[src/rtl/bp_sweep_ctrl.sv]
// Band-pass sweep sequencer: steps the NCO over npts frequencies, averages |ADC| per point.
// Results stall in OUT until res_ready; adc_req holds until adc_ack; abort drops both next edge.
module bp_sweep_ctrl #(
  parameter int FW_W     = 32,
  parameter int ADC_W    = 12,
  parameter int SETTLE   = 1024,
  parameter int AVG_LOG2 = 3,
  parameter int NPTS_W   = 16
) (
  input  logic              clk,
  input  logic              rst_n,
  input  logic              start,
  input  logic              abort,
  input  logic [FW_W-1:0]   cfg_start,
  input  logic [FW_W-1:0]   cfg_step,
  input  logic [NPTS_W-1:0] cfg_npts,
  output logic              busy,
  output logic [FW_W-1:0]   freq_word,
  output logic              freq_load,
  output logic              adc_req,
  input  logic              adc_ack,
  input  logic [ADC_W-1:0]  adc_data,
  output logic              res_valid,
  input  logic              res_ready,
  output logic [NPTS_W-1:0] res_idx,
  output logic [ADC_W-1:0]  res_mag,
  output logic              done
);

  typedef enum logic [2:0] {
    S_IDLE, S_LOAD, S_SETTLE, S_REQ, S_ACC, S_OUT, S_FIN
  } state_t;

  localparam int SC_W  = (SETTLE > 1) ? $clog2(SETTLE) : 1;
  localparam int CNT_W = (AVG_LOG2 > 0) ? AVG_LOG2 : 1;
  localparam int ACC_W = ADC_W + AVG_LOG2;
  localparam logic [CNT_W-1:0] CNT_MAX = CNT_W'((1 << AVG_LOG2) - 1);
  localparam logic [ADC_W-1:0] MAG_MAX = {1'b0, {(ADC_W-1){1'b1}}};
  localparam logic [ADC_W-1:0] ADC_MIN = {1'b1, {(ADC_W-1){1'b0}}};

  state_t            state;
  logic [FW_W-1:0]   step_q;
  logic [NPTS_W-1:0] npts_q;
  logic [NPTS_W-1:0] idx;
  logic [SC_W-1:0]   settle_cnt;
  logic [CNT_W-1:0]  smp_cnt;
  logic [ADC_W-1:0]  sample;
  logic [ACC_W-1:0]  acc;
  logic [ADC_W-1:0]  abs_data;
  logic [ACC_W-1:0]  acc_sum;

  // Most negative code has no positive twin; clamp it to full scale.
  always_comb begin
    abs_data = adc_data;
    if (adc_data == ADC_MIN)
      abs_data = MAG_MAX;
    else if (adc_data[ADC_W-1])
      abs_data = -adc_data;
    acc_sum = acc + ACC_W'(sample);
  end

  always_ff @(posedge clk or negedge rst_n) begin
    if (!rst_n) begin
      state      <= S_IDLE;
      step_q     <= '0;
      npts_q     <= '0;
      idx        <= '0;
      settle_cnt <= '0;
      smp_cnt    <= '0;
      sample     <= '0;
      acc        <= '0;
      busy       <= 1'b0;
      freq_word  <= '0;
      freq_load  <= 1'b0;
      adc_req    <= 1'b0;
      res_valid  <= 1'b0;
      res_idx    <= '0;
      res_mag    <= '0;
      done       <= 1'b0;
    end else if (abort && state != S_IDLE && state != S_FIN) begin
      state     <= S_FIN;
      freq_load <= 1'b0;
      adc_req   <= 1'b0;
      res_valid <= 1'b0;
      done      <= 1'b1;
    end else begin
      case (state)
        S_IDLE: begin
          if (start) begin
            busy   <= 1'b1;
            step_q <= cfg_step;
            npts_q <= cfg_npts;
            idx    <= '0;
            if (cfg_npts != '0) begin
              freq_word <= cfg_start;
              freq_load <= 1'b1;
              state     <= S_LOAD;
            end else begin
              done  <= 1'b1;
              state <= S_FIN;
            end
          end
        end
        S_LOAD: begin
          freq_load  <= 1'b0;
          settle_cnt <= SC_W'(SETTLE - 1);
          state      <= S_SETTLE;
        end
        S_SETTLE: begin
          if (settle_cnt == '0) begin
            acc     <= '0;
            smp_cnt <= '0;
            adc_req <= 1'b1;
            state   <= S_REQ;
          end else begin
            settle_cnt <= settle_cnt - SC_W'(1);
          end
        end
        S_REQ: begin
          if (adc_ack) begin
            adc_req <= 1'b0;
            sample  <= abs_data;
            state   <= S_ACC;
          end
        end
        S_ACC: begin
          acc <= acc_sum;
          if (smp_cnt == CNT_MAX) begin
            res_valid <= 1'b1;
            res_idx   <= idx;
            res_mag   <= acc_sum[ACC_W-1:AVG_LOG2];
            state     <= S_OUT;
          end else begin
            smp_cnt <= smp_cnt + CNT_W'(1);
            adc_req <= 1'b1;
            state   <= S_REQ;
          end
        end
        S_OUT: begin
          if (res_ready) begin
            res_valid <= 1'b0;
            if (idx == npts_q - NPTS_W'(1)) begin
              done  <= 1'b1;
              state <= S_FIN;
            end else begin
              idx       <= idx + NPTS_W'(1);
              freq_word <= freq_word + step_q;
              freq_load <= 1'b1;
              state     <= S_LOAD;
            end
          end
        end
        S_FIN: begin
          done  <= 1'b0;
          busy  <= 1'b0;
          state <= S_IDLE;
        end
        default: state <= S_IDLE;
      endcase
    end
  end

endmodule
[config.mk]
export PLATFORM = sky130hd
export DESIGN_NAME = bp_sweep_ctrl
export DESIGN_NICKNAME = d
export VERILOG_FILES = /design/src/rtl/bp_sweep_ctrl.sv
export SDC_FILE = /design/constraint.sdc
export NUM_CORES = 1
export LEC_CHECK = 0
export BUFFER_PORTS_ARGS = -buffer_cell sky130_fd_sc_hd__buf_2
export CORE_MARGIN = 10
export CORE_UTILIZATION = 62
export DETAILED_ROUTE_END_ITERATION = 10
export PLACE_DENSITY = 0.86
export SKIP_CTS_REPAIR_TIMING = 1
export SYNTH_ARGS = -nofsm -noshare
export SYNTH_HDL_FRONTEND = slang
export SYNTH_SLANG_ARGS = --single-unit
[constraint.sdc]
create_clock -name clk -period 7.98 [get_ports clk]
set_input_delay 1.197 -clock clk [delete_from_list [all_inputs] [get_ports clk]]
set_output_delay 1.197 -clock clk [all_outputs]
set_load 0.02 [all_outputs]
Word-level counts from Yosys, hierarchy flattened
Index checks and enable logic that the tools add are counted.
- bits in writable memories: 0
- bits in registers: 172
- word-level logic and storage cells: 129
- latch bits: 0
- memory bits (read-only): 0
- memories kept: 0
- equal/unequal tests: 27
- $lt $le $gt $ge: 0
- reduce and logical (&&, ||, !) cells: 28
- multiply operators: 0
- bitwise gates (word level): 1
- multiplexer cells: 50
- div/mod/pow operators: 0
- add/sub/neg operators: 7
- shift-type cells: 0
- operator list (cell ; count):
    $mux W32 ; 4
    $pmux W32 S2 ; 1
    $mux W16 ; 3
    $ne A3 B3 Y1 const B ; 11
    $add A32 B32 Y32 ; 1
    $pmux W16 S2 ; 1
    $mux W3 ; 10
    $pmux W15 S2 ; 1
    $mux W12 ; 2
    $reduce_and A3 Y1 ; 7
    $pmux W10 S2 ; 1
    $mux W1 ; 18
    $pmux W3 S6 ; 1
    $add A16 B1 Y16 const B ; 1
    $eq A16 B16 Y1 ; 1
    $reduce_bool A16 Y1 ; 1
    $sub A16 B1 Y16 const B ; 1
    $add A15 B12 Y15 ; 1
    $mux W15 ; 1
    $reduce_and A5 Y1 ; 3
    $ne A2 B2 Y1 const B ; 7
    $eq A12 B12 Y1 const B ; 1
    $eq A3 B3 Y1 const B ; 4
    $neg A12 Y12 ; 1
    other kinds (17) ; 30

Logic depth before layout (Yosys ltp)
Gate-level depths: netlist of run 1.
- depth after elaboration: 6
- mapped depth: 14

Worst setup path before layout of run 1
Ideal clock, no wire load.
- path kind: in2reg
- start: input port adc_data[0]
- end: register sample[0]
- arrival: 2902 ps
- path slack: 5000 ps
- library setup time: 77 ps
- stages: 9
- cell sequence: inv_1 -> ha_1 -> nand2_1 -> or3_1 -> or3_1 -> or3_1 -> nor3b_1 -> nor2_1 -> a21oi_1
- cells in the longest elaborated chain, start to end: 3
- elaborated cells on any way between the ends: 4
- RTL lines (what ; line ; RTL):
    start, declared ; 22 ; input logic [ADC_W-1:0] adc_data,
    $neg A12 Y12 ; 58 ; abs_data = -adc_data;
    $mux W12 ; 57 ; else if (adc_data[ADC_W-1])
    $mux W12 (*) ; 55 ; if (adc_data == ADC_MIN)
    end signal, assigned ; 122 ; sample <= abs_data;
    end, declared ; 47 ; logic [ADC_W-1:0] sample;
Mark *: on every way between the ends. The rest lies on a longest branch, timed or not.
A chain may end at the register's enable or synchronous reset.

Worst setup path in the final report of run 1
- start: register npts_q[2]
- end: register freq_word[26]
- cells in the longest elaborated chain, start to end: 4
- RTL lines (what ; line ; RTL):
    start, declared ; 43 ; logic [NPTS_W-1:0] npts_q;
    start signal, assigned ; 92 ; npts_q <= cfg_npts;
    $sub A16 B1 Y16 ; 142 ; if (idx == npts_q - NPTS_W'(1)) begin
    $eq A16 B16 Y1 ; 142 ;
    $ne A2 B2 Y1 (no source line) ; - ;
    $reduce_and A6 Y1 (no source line) ; - ;
    end signal, assigned ; 95 ; freq_word <= cfg_start;
    end signal, assigned ; 147 ; freq_word <= freq_word + step_q;
    end, declared ; 18 ; output logic [FW_W-1:0] freq_word,
No other way between the ends.

==> results of run 1 <==
## how the worst min path moves through the flow
stage                                      start                     end  slack (ns)  cells past startpoint
after CTS                 res_mag[8]$_DFFE_PN0P_  res_mag[8]$_DFFE_PN0P_        0.48                      2
after detailed placement  res_mag[8]$_DFFE_PN0P_  res_mag[8]$_DFFE_PN0P_        0.46                      2
final                     res_mag[8]$_DFFE_PN0P_  res_mag[8]$_DFFE_PN0P_        0.47                      2
after global placement    res_idx[6]$_DFFE_PN0P_  res_idx[6]$_DFFE_PN0P_        0.46                      2
after floorplan              acc[11]$_DFFE_PN0P_     acc[11]$_DFFE_PN0P_        0.45                      2
after global routing         acc[11]$_DFFE_PN0P_     acc[11]$_DFFE_PN0P_        0.51                      2
## logic make-up (layout without fill, tap and decap cells)
kind of cell	Yosys count	count (layout)	synth area share
buffers and inverters	69	229	0.0290
adders and majority gates	51	51	0.0644
muxes	82	82	0.0898
other	0	3	0
AOI/OAI and AO/OA	264	264	0.162
and+or+nand+nor	339	339	0.164
DFF	172	172	0.424
xor gates and xnor gates	78	78	0.0673
## power groups by stage
stage	registers (µW)	logic, µW	clock network (µW)
after floorplan	1500	1740	0
after global placement	1480	2240	0
after detailed placement	1490	2310	0
after CTS	1480	2350	920
after global routing	1530	2620	964
final	1490	2360	914
## layer usage
metal	vias up	share of wire	global-route usage
met3	38	0.063	0.0672
met4	4	0.016	0.0644
met2	229	0.49	0.401
met5	-	0.00096	0
li1	4106	-	-
met1	4153	0.43	0.282
## flip-flops by register name, summed over array words and instances, names as in the netlist
signal / flops
acc: 15
busy: 1
state: 3
smp_cnt: 3
res_idx: 16
npts_q: 16
freq_load: 1
res_mag: 12
idx: 16
sample: 12
done: 1
freq_word: 32
step_q: 32
settle_cnt: 10
adc_req: 1
res_valid: 1
## area by class of cell
type,instances,share of cell area
multi-input cells,814,0.472
flip-flops and latches,172,0.366
repair buffers,169,0.0740
clock buffers,18,0.0365
well taps,216,0.0230
clock inverters,14,0.0185
inverters,28,0.00894
diodes,3,0.000638
## cells in the mapped netlist, drive strengths merged, types with 4 or more instances
cell,count,area share
ha,49,0.060
o211ai,6,0.0044
a211oi,11,0.0081
a31oi,8,0.0049
nor4,20,0.017
inv,28,0.010
or3,19,0.012
nor2,91,0.034
a21oi,77,0.038
nand3,26,0.013
nand4,7,0.0043
o31ai,7,0.0052
buf,14,0.0086
o21a,6,0.0044
dfrtp,172,0.42
nor2b,7,0.0043
nor3b,4,0.0030
clkbuf,27,0.010
a22o,13,0.011
xnor2,53,0.046
nand3b,6,0.0044
o21ai,79,0.039
nand2b,9,0.0055
a21o,13,0.0096
and3,10,0.0062
mux2,72,0.080
mux2i,10,0.0099
xor2,25,0.022
a41oi,4,0.0035
o22ai,4,0.0025
nand2,103,0.038
o21bai,12,0.0089
nor3,23,0.012
## critical path, cell delays in order (launching register included)
cell	delay, ns
dfrtp_1	0.45
or4_4	0.54
or4_1	0.51
a2111oi_0	0.38
and4_1	0.30
nand3_1	0.11
nand2_2	0.08
buf_4	0.49
o21ai_0	0.20
a211o_1	0.29
## per-stage QoR
step,std cells,hold slack [ns]
2_1_floorplan,1055,0.453
5_1_grt,1431,0.514
6_report,1434,0.474
4_1_cts,1431,0.478
3_5_place_dp,1399,0.463
3_3_place_gp,1399,0.460
## layout by cell type, fill, tap and decap left out, types with 5 or more instances in the layout
cell type	netlist	layout
mux2_2	71	71
nor2_1	91	91
and3_1	10	9
nand2_1	103	101
nor3_1	22	22
a31oi_1	8	8
nor4_1	16	16
mux2i_1	10	10
nand3b_1	6	6
bufinv_16	0	5
clkbuf_16	0	17
o21bai_1	12	12
or3_1	19	19
buf_2	3	161
a22o_1	13	13
o211ai_1	6	6
xor2_1	25	25
a21o_1	13	13
xnor2_1	53	53
dfrtp_1	172	172
o31ai_1	7	7
nand2b_1	9	9
ha_1	49	49
o21a_1	6	6
nand4_1	7	7
nor2b_1	7	7
nand3_1	26	26
o21ai_0	79	79
a211oi_1	11	11
inv_1	28	28
a21oi_1	77	77
buf_4	2	7
==> metrics.txt, run 1 <==
fillers=1141; synth warn=0; fin crit share=0.438; clock net sink count=172; Post-Layout Inst Area=11800 µm²; crit path launch type=flop; RePlAce Congestion=0.910; Synth Net Count=1204; Starting Density=0.636; Reg-to-Reg End=freq_word[26]$_DFFE_PN0P_; first-pass GRT wire length=42.3 mm; PortBufs=162; # IOs=163; die area=21900 µm²; MaxCap Viol Count=0; DR vias/cell=5.95; area of the core=15900 µm²; Iteration-0 DRC Markers=616; initial antenna violation count=6; Setup TNS=0 ns; Post-Syn Instances=1055; share of total power in sequential cells=0.313; CP Max Fanout=67; Die Width=148 µm; clk_lat worst skew=0.43 ns; DRC=0; CP startpoint=npts_q[2]$_DFFE_PN0P_; Slew Limit Headroom=0.343; placed cell area=11100 µm²; drt wl/cell=18.1 µm; Sw Ratio=0.422; largest net degree at the start of global routing=93; R2R Path Start=npts_q[2]$_DFFE_PN0P_; Clk Tree Root Cell=clkbuf_16; clk_skew=0.0100 ns; deepest clock path buffer count=2; Arr. time, crit path=3.80 ns; area grow syn2layout=15.9%; Fmax=286 MHz; Reg clk slew, reported paths=0.06 ns; CTS tree=done; Async SR Flop Fraction=1.00; Worst EP required=8.29 ns; worst reg-to-reg path cell count=9; NetSw=2010 µW; post-route minimum period=3.49 ns; CTS HTree Levels=4; flops & latches, synth=172; multi-input logic area=5560 µm²; synthesized area=10100 µm²; PwrDens=405 nW/µm²; reg-to-reg slack, setup=4.49 ns; DP Worst Slack=4.53 ns; layout cells sized above 1=0.238; Util after Layout=0.738; total routed wirelength=25.9 mm; grt ovf=0; Layout Nets=1351; status=complete, no violations; CP Class=reg2reg; synth unique cells=68; Final Max Slew Viols=0; Main synth FF type=dfrtp_1; Seq/Total Area, Yosys=0.424; leakage=0.00553 µW; Clk network pwr share=0.192; number of synthesized flops with an enable pin=0; Hold WC Path Type=reg2reg; worst vdd ir=238 µV; setup ws final=4.49 ns; ANT nets after route=0; Sequential cell area=4300 µm²; DP Wirelength=19.0 mm; Pre-antenna DRT Iters=5; vias in the first global route=8581; crit path capture type=flop; Power Internal=2750 µW; logic gate share of total power=0.495; # rows=46; Final Hold Fails=0; Worst-Margin Slew=0.986 ns; Avg Inst Size Synth=9.62 µm²; Power Total=4770 µW; Final Setup Violations=0; overall routing resource usage=0.234; DR vias=8530; CTS Buf Count=17; CP Capture Point=freq_word[26]$_DFFE_PN0P_; die height=148 µm; RSZ-0062 raised after global routing=no
No activity file was read; power rests on OpenSTA's default activity.
==> run 2, diff against run 1 <==
--- a/config.mk
+++ b/config.mk
@@ -7,9 +7,9 @@
 export LEC_CHECK = 0
 export BUFFER_PORTS_ARGS = -buffer_cell sky130_fd_sc_hd__buf_2
 export CORE_MARGIN = 10
-export CORE_UTILIZATION = 62
+export CORE_UTILIZATION = 52
 export DETAILED_ROUTE_END_ITERATION = 10
-export PLACE_DENSITY = 0.86
+export PLACE_DENSITY = 0.77
 export SKIP_CTS_REPAIR_TIMING = 1
 export SYNTH_ARGS = -nofsm -noshare
 export SYNTH_HDL_FRONTEND = slang
==> constraint.sdc (replaced) <==
create_clock -name clk -period 2.85 [get_ports clk]
set_input_delay 0.4275 -clock clk [delete_from_list [all_inputs] [get_ports clk]]
set_output_delay 0.4275 -clock clk [all_outputs]
set_load 0.02 [all_outputs]
==> run 2 against run 1 <==
Against the previous run: the run now ends with negative hold slack, negative setup slack left; first-iteration DRC count down 7.1%; fmax up 13%; flip-flop and latch count unchanged; cell area up 8.8%; count of clock-buffer cells in the layout up 1; critical path type unchanged; largest cell class unchanged; largest power group unchanged.
==> metrics.txt, run 2 (synthesis gave the netlist of run 1 again) <==
DRC=0 (unchanged); area of the core=19300 µm² (+21%); clk_lat worst skew=0.44 ns (about the same); CTS Buf Count=17 (unchanged); PwrDens=1120 nW/µm² (+180%); Util after Layout=0.662 (-0.0758); Starting Density=0.525 (-0.112); ANT nets after route=0 (unchanged); CP Class=reg2reg; Arr. time, crit path=3.40 ns (-0.40 ns); Post-Layout Inst Area=12800 µm² (+8.8%); Reg clk slew, reported paths=0.07 ns (about the same); total routed wirelength=27.6 mm (+6.5%); hold slack=-0.0427 ns (-0.517 ns); most frequent cells in the layout=dfrtp_1 (171), buf_2 (161), nand2_1 (99); Die Width=160 µm (+7.9%); DR vias/cell=5.66 (-4.9%); layout cells sized above 1=0.318 (+0.0805); post-route minimum period=3.10 ns (-0.390 ns); die area=25500 µm² (+17%); grt ovf=0 (unchanged); clk_skew=0.0103 ns (+0.000298 ns); crit path launch type=flop; # IOs=163 (unchanged); CP Capture Point=idx[13]$_DFFE_PN0P_; Hold WC Path Type=in2async; DR vias=8818 (+3.4%); R2R Path Start=npts_q[0]$_DFFE_PN0P_; placed cell area=11700 µm² (+5.2%); die height=160 µm (+7.9%); violated checks=negative hold slack, negative setup slack; Fmax=322 MHz (+13%); initial antenna violation count=4 (-2); fillers=1508 (+32%); first-pass GRT wire length=43.9 mm (+3.9%); RSZ-0062 raised after global routing=yes; Worst-Margin Slew=0.692 ns (-0.294 ns); drt wl/cell=17.7 µm (-2.0%); fin crit share=1.09 (+0.651); most common cell after layout, fill and taps aside=dfrtp_1; CTS HTree Levels=4 (unchanged); clock net sink count=172 (unchanged); Final Max Slew Viols=0 (unchanged); worst vdd ir=511 µV (+110%); Worst EP required=3.15 ns (-5.14 ns); Iteration-0 DRC Markers=572 (-7.1%); top flop regs=freq_word (32), step_q (32); CP Max Fanout=4 (-94%); PortBufs=162 (unchanged); deepest clock path buffer count=2 (unchanged); Reg-to-Reg End=idx[13]$_DFFE_PN0P_; area grow syn2layout=26.1%; Clk Tree Root Cell=clkbuf_16; setup ws final=-0.253 ns (-4.74 ns); DP Wirelength=19.8 mm (+4.6%); MaxCap Viol Count=0 (unchanged); Setup TNS=-8.34 ns (-8.34 ns); largest net degree at the start of global routing=64 (-31%); Slew Limit Headroom=0.537 (+0.194); Pre-antenna DRT Iters=5 (unchanged); vias in the first global route=8948 (+4.3%); CTS tree=done; crit path capture type=flop; Layout Nets=1427 (+5.6%); RePlAce Congestion=0.925 (+1.6%); worst reg-to-reg path cell count=11 (+2); overall routing resource usage=0.206 (-0.0285); status=finished with violations; leakage=0.00608 µW (+10%); Final Setup Violations=49 (+49); CP startpoint=npts_q[0]$_DFFE_PN0P_; reg-to-reg slack, setup=-0.25 ns (-4.74 ns); # rows=51 (+11%); Final Hold Fails=16 (+16)
==> run 2: cell types whose count changed in the layout (fill, tap and decap cells not counted), sizes merged <==
cell      delta
clkinv       +1
clkinvlp     -1
bufinv       -4
diode        -1
buf         +72
clkbuf       +5
inv          +3
==> run 2: where the power goes <==
part           total, µW  internal [µW]  leakage, µW  switching (µW)
combinational       7940           3670      0.00363            4270
clock               2310           1270     0.000281            1040
sequential          4030           3310      0.00216             717
total              14300           8250      0.00608            6020
==> run 2: worst min-delay path by stage <==
stage / start / to / slack (ns)
after floorplan: rst_n / acc[0]$_DFFE_PN0P_ / 0.13
after global placement: rst_n / res_idx[7]$_DFFE_PN0P_ / 0.45
after detailed placement: rst_n / res_idx[6]$_DFFE_PN0P_ / 0.45
after CTS: rst_n / res_idx[6]$_DFFE_PN0P_ / -0.01
after global routing: rst_n / idx[7]$_DFFE_PN0P_ / 0.02
final: rst_n / res_idx[6]$_DFFE_PN0P_ / -0.04
==> run 2: routing by layer <==
| metal | GRT usage | vias up | routed length (µm) |
|---|---|---|---|
| met2 | 0.343 | 227 | 13500 |
| met5 | 0 | - | 21 |
| met1 | 0.256 | 4273 | 12000 |
| met3 | 0.0460 | 49 | 1450 |
| li1 | - | 4265 | - |
| met4 | 0.0758 | 4 | 620 |
==> run 2: final cells by class <==
type,instances,area (µm²),share of cell area
multi-input cells,814,5880,0.460
flip-flops and latches,172,4310,0.336
repair buffers,245,1580,0.124
clock buffers,19,453,0.0354
well taps,265,332,0.0259
clock inverters,13,129,0.0101
inverters,28,105,0.00821
diodes,2,5.00,0.000391
==> run 2: stage by stage <==
step	setup WS [ns]	instances	power, µW
2_1_floorplan	-0.00771	1055	9070
3_3_place_gp	-0.276	1511	11100
3_5_place_dp	-0.249	1511	11300
4_1_cts	-0.327	1543	13700
5_1_grt	-0.334	1556	15300
6_report	-0.253	1558	14300
==> run 2: worst max-delay path, stage by stage (launching register included) <==
cell and delay, ns:
dfrtp_1 0.39, buf_6 0.12, or4_4 0.58, or4_4 0.55, a2111oi_4 0.29, and4_4 0.28, and3_4 0.18, a211o_4 0.14
clkbuf_16 0.17, nor4_2 0.05, xnor2_1 0.18, nor2_1 0.05
==> run 3, diff against run 2 <==
--- a/config.mk
+++ b/config.mk
@@ -10,6 +10,7 @@
 export CORE_UTILIZATION = 52
 export DETAILED_ROUTE_END_ITERATION = 10
 export PLACE_DENSITY = 0.77
+export SETUP_SLACK_MARGIN = 0.1
 export SKIP_CTS_REPAIR_TIMING = 1
 export SYNTH_ARGS = -nofsm -noshare
 export SYNTH_HDL_FRONTEND = slang
==> run 3 against run 2 <==
Against the previous run: the flow still finishes with violations (negative hold slack, negative setup slack); largest power group unchanged; flip-flop and latch count did not move; clock power rose by 3%; critical path depth did not move; register-to-register slack barely moved; highest routed layer unchanged; total power rose by 8.0%; non-clock buffer count rose by 5; wire length rose by 5.6%.
==> metrics.txt, run 3 (synthesis gave the netlist of run 1 again) <==
DP Wirelength=19.6 mm (-1.2%); # IOs=163 (unchanged); die area=25500 µm² (unchanged); PortBufs=162 (unchanged); PwrDens=1160 nW/µm² (+3.8%); largest net degree at the start of global routing=67 (+4.7%); layout cells sized above 1=0.370 (+0.0512); Starting Density=0.525 (unchanged); drt wl/cell=18.7 µm (+5.4%); clock net sink count=172 (unchanged); # diodes=0 (-2); DP Worst Slack=-0.197 ns (+0.0523 ns); Final Hold Fails=19 (+3); total routed wirelength=29.1 mm (+5.6%); Clk Tree Root Cell=clkbuf_16; CP Class=reg2reg; setup ws final=-0.250 ns (+0.00249 ns); Die Width=160 µm (unchanged); worst vdd ir=592 µV (+16%); ANT nets after route=0 (unchanged); first-pass GRT wire length=44.8 mm (+2.0%); Setup TNS=-3.65 ns (+4.69 ns); initial antenna violation count=1 (-3); RePlAce Congestion=0.888 (-4.0%); Final Setup Violations=34 (-31%); CTS HTree Levels=4 (unchanged); DRC=0 (unchanged); crit path capture type=flop; vias in the first global route=9027 (+0.88%); DR vias/cell=5.80 (+2.5%); die height=160 µm (unchanged); fillers=1451 (-3.8%); leakage=0.00620 µW (+2.1%); DR vias=9055 (+2.7%); Worst EP required=3.15 ns (about the same); grt ovf=0 (unchanged); violated checks=negative hold slack, negative setup slack; CP startpoint=npts_q[0]$_DFFE_PN0P_; CTS tree=done; overall routing resource usage=0.208 (+0.00193); fin crit share=1.09 (about the same); Fmax=323 MHz (about the same); Hold WC Path Type=in2async; most common cell after layout, fill and taps aside=dfrtp_1; Worst-Margin Slew=0.707 ns (+0.0152 ns); clk_lat worst skew=0.44 ns (about the same); RSZ-0062 raised after global routing=yes; Final Max Slew Viols=0 (unchanged); worst reg-to-reg path cell count=11 (unchanged); R2R Path Start=npts_q[0]$_DFFE_PN0P_; MaxCap Viol Count=0 (unchanged); Layout Nets=1432 (+0.35%); top flop regs=freq_word (32), step_q (32); area of the core=19300 µm² (unchanged); Iteration-0 DRC Markers=589 (+3.0%); Reg clk slew, reported paths=0.07 ns (about the same); clk_skew=0.0128 ns (+0.00241 ns); Arr. time, crit path=3.40 ns (about the same); reg-to-reg slack, setup=-0.25 ns (about the same); CTS Buf Count=17 (unchanged); CP Max Fanout=9 (+5); area grow syn2layout=31.2%; deepest clock path buffer count=2 (unchanged); Reg-to-Reg End=idx[10]$_DFFE_PN0P_; # rows=51 (unchanged); Slew Limit Headroom=0.527 (-0.0101); crit path launch type=flop; status=finished with violations; hold slack=-0.0278 ns (+0.0149 ns); post-route minimum period=3.10 ns (-0.00249 ns); Pre-antenna DRT Iters=7 (+2); most frequent cells in the layout=dfrtp_1 (169), buf_2 (161), nor2_1 (87)
==> run 3: worst max-delay path by stage <==
stage	slack [ns]	to
final	-0.25	idx[10]$_DFFE_PN0P_
after global placement	-0.16	freq_word[28]$_DFFE_PN0P_
after global routing	-0.38	idx[13]$_DFFE_PN0P_
after detailed placement	-0.20	freq_word[28]$_DFFE_PN0P_
after CTS	-0.24	freq_word[28]$_DFFE_PN0P_
after floorplan	0.07	freq_word[28]$_DFFE_PN0P_
==> run 3: through the flow <==
step                      hold slack [ns]  power, µW   util  std cells  instance area [µm²]
after floorplan                     0.132       9130      -       1055                10200
after global placement              0.455      11100  0.606       1506                11700
after detailed placement            0.458      11400  0.606       1506                11700
after CTS                        -0.00513      13800  0.637       1538                12300
after global routing               0.0114      16500  0.689       1561                13300
final                             -0.0278      15400  0.689       1561                13300
==> run 3: cell type report <==
type | instances | area [µm²] | share of cell area
multi-input combinational | 814 | 6270 | 0.471
timing repair buffer | 250 | 1700 | 0.128
sequential | 172 | 4310 | 0.324
tap | 265 | 332 | 0.0249
inverter | 28 | 105 | 0.00789
clock buffer | 18 | 439 | 0.0330
clock inverter | 14 | 160 | 0.0120
==> run 3: worst max-delay path, stage by stage (launching register included) <==
cell	delay (ns)
dfrtp_1	0.39
or4_4	0.60
nor4_4	0.20
mux2i_1	0.33
nor3_1	0.11
and4_4	0.21
and3_4	0.15
a211o_4	0.30
buf_12	0.16
nor4_4	0.28
xnor2_1	0.17
nor2_1	0.06
==> run 3: metal layers <==
layer	vias up	track usage	wire (µm)
li1	4271	-	-
met2	314	0.352	14700
met4	2	0.0451	461
met3	55	0.0589	1960
met5	-	0	13
met1	4413	0.257	12000
==> run 3: where the power goes <==
| part | internal, µW | switching, µW |
|---|---|---|
| registers | 3310 | 825 |
| logic | 4100 | 4780 |
| clock network | 1330 | 1060 |
| total | 8750 | 6670 |
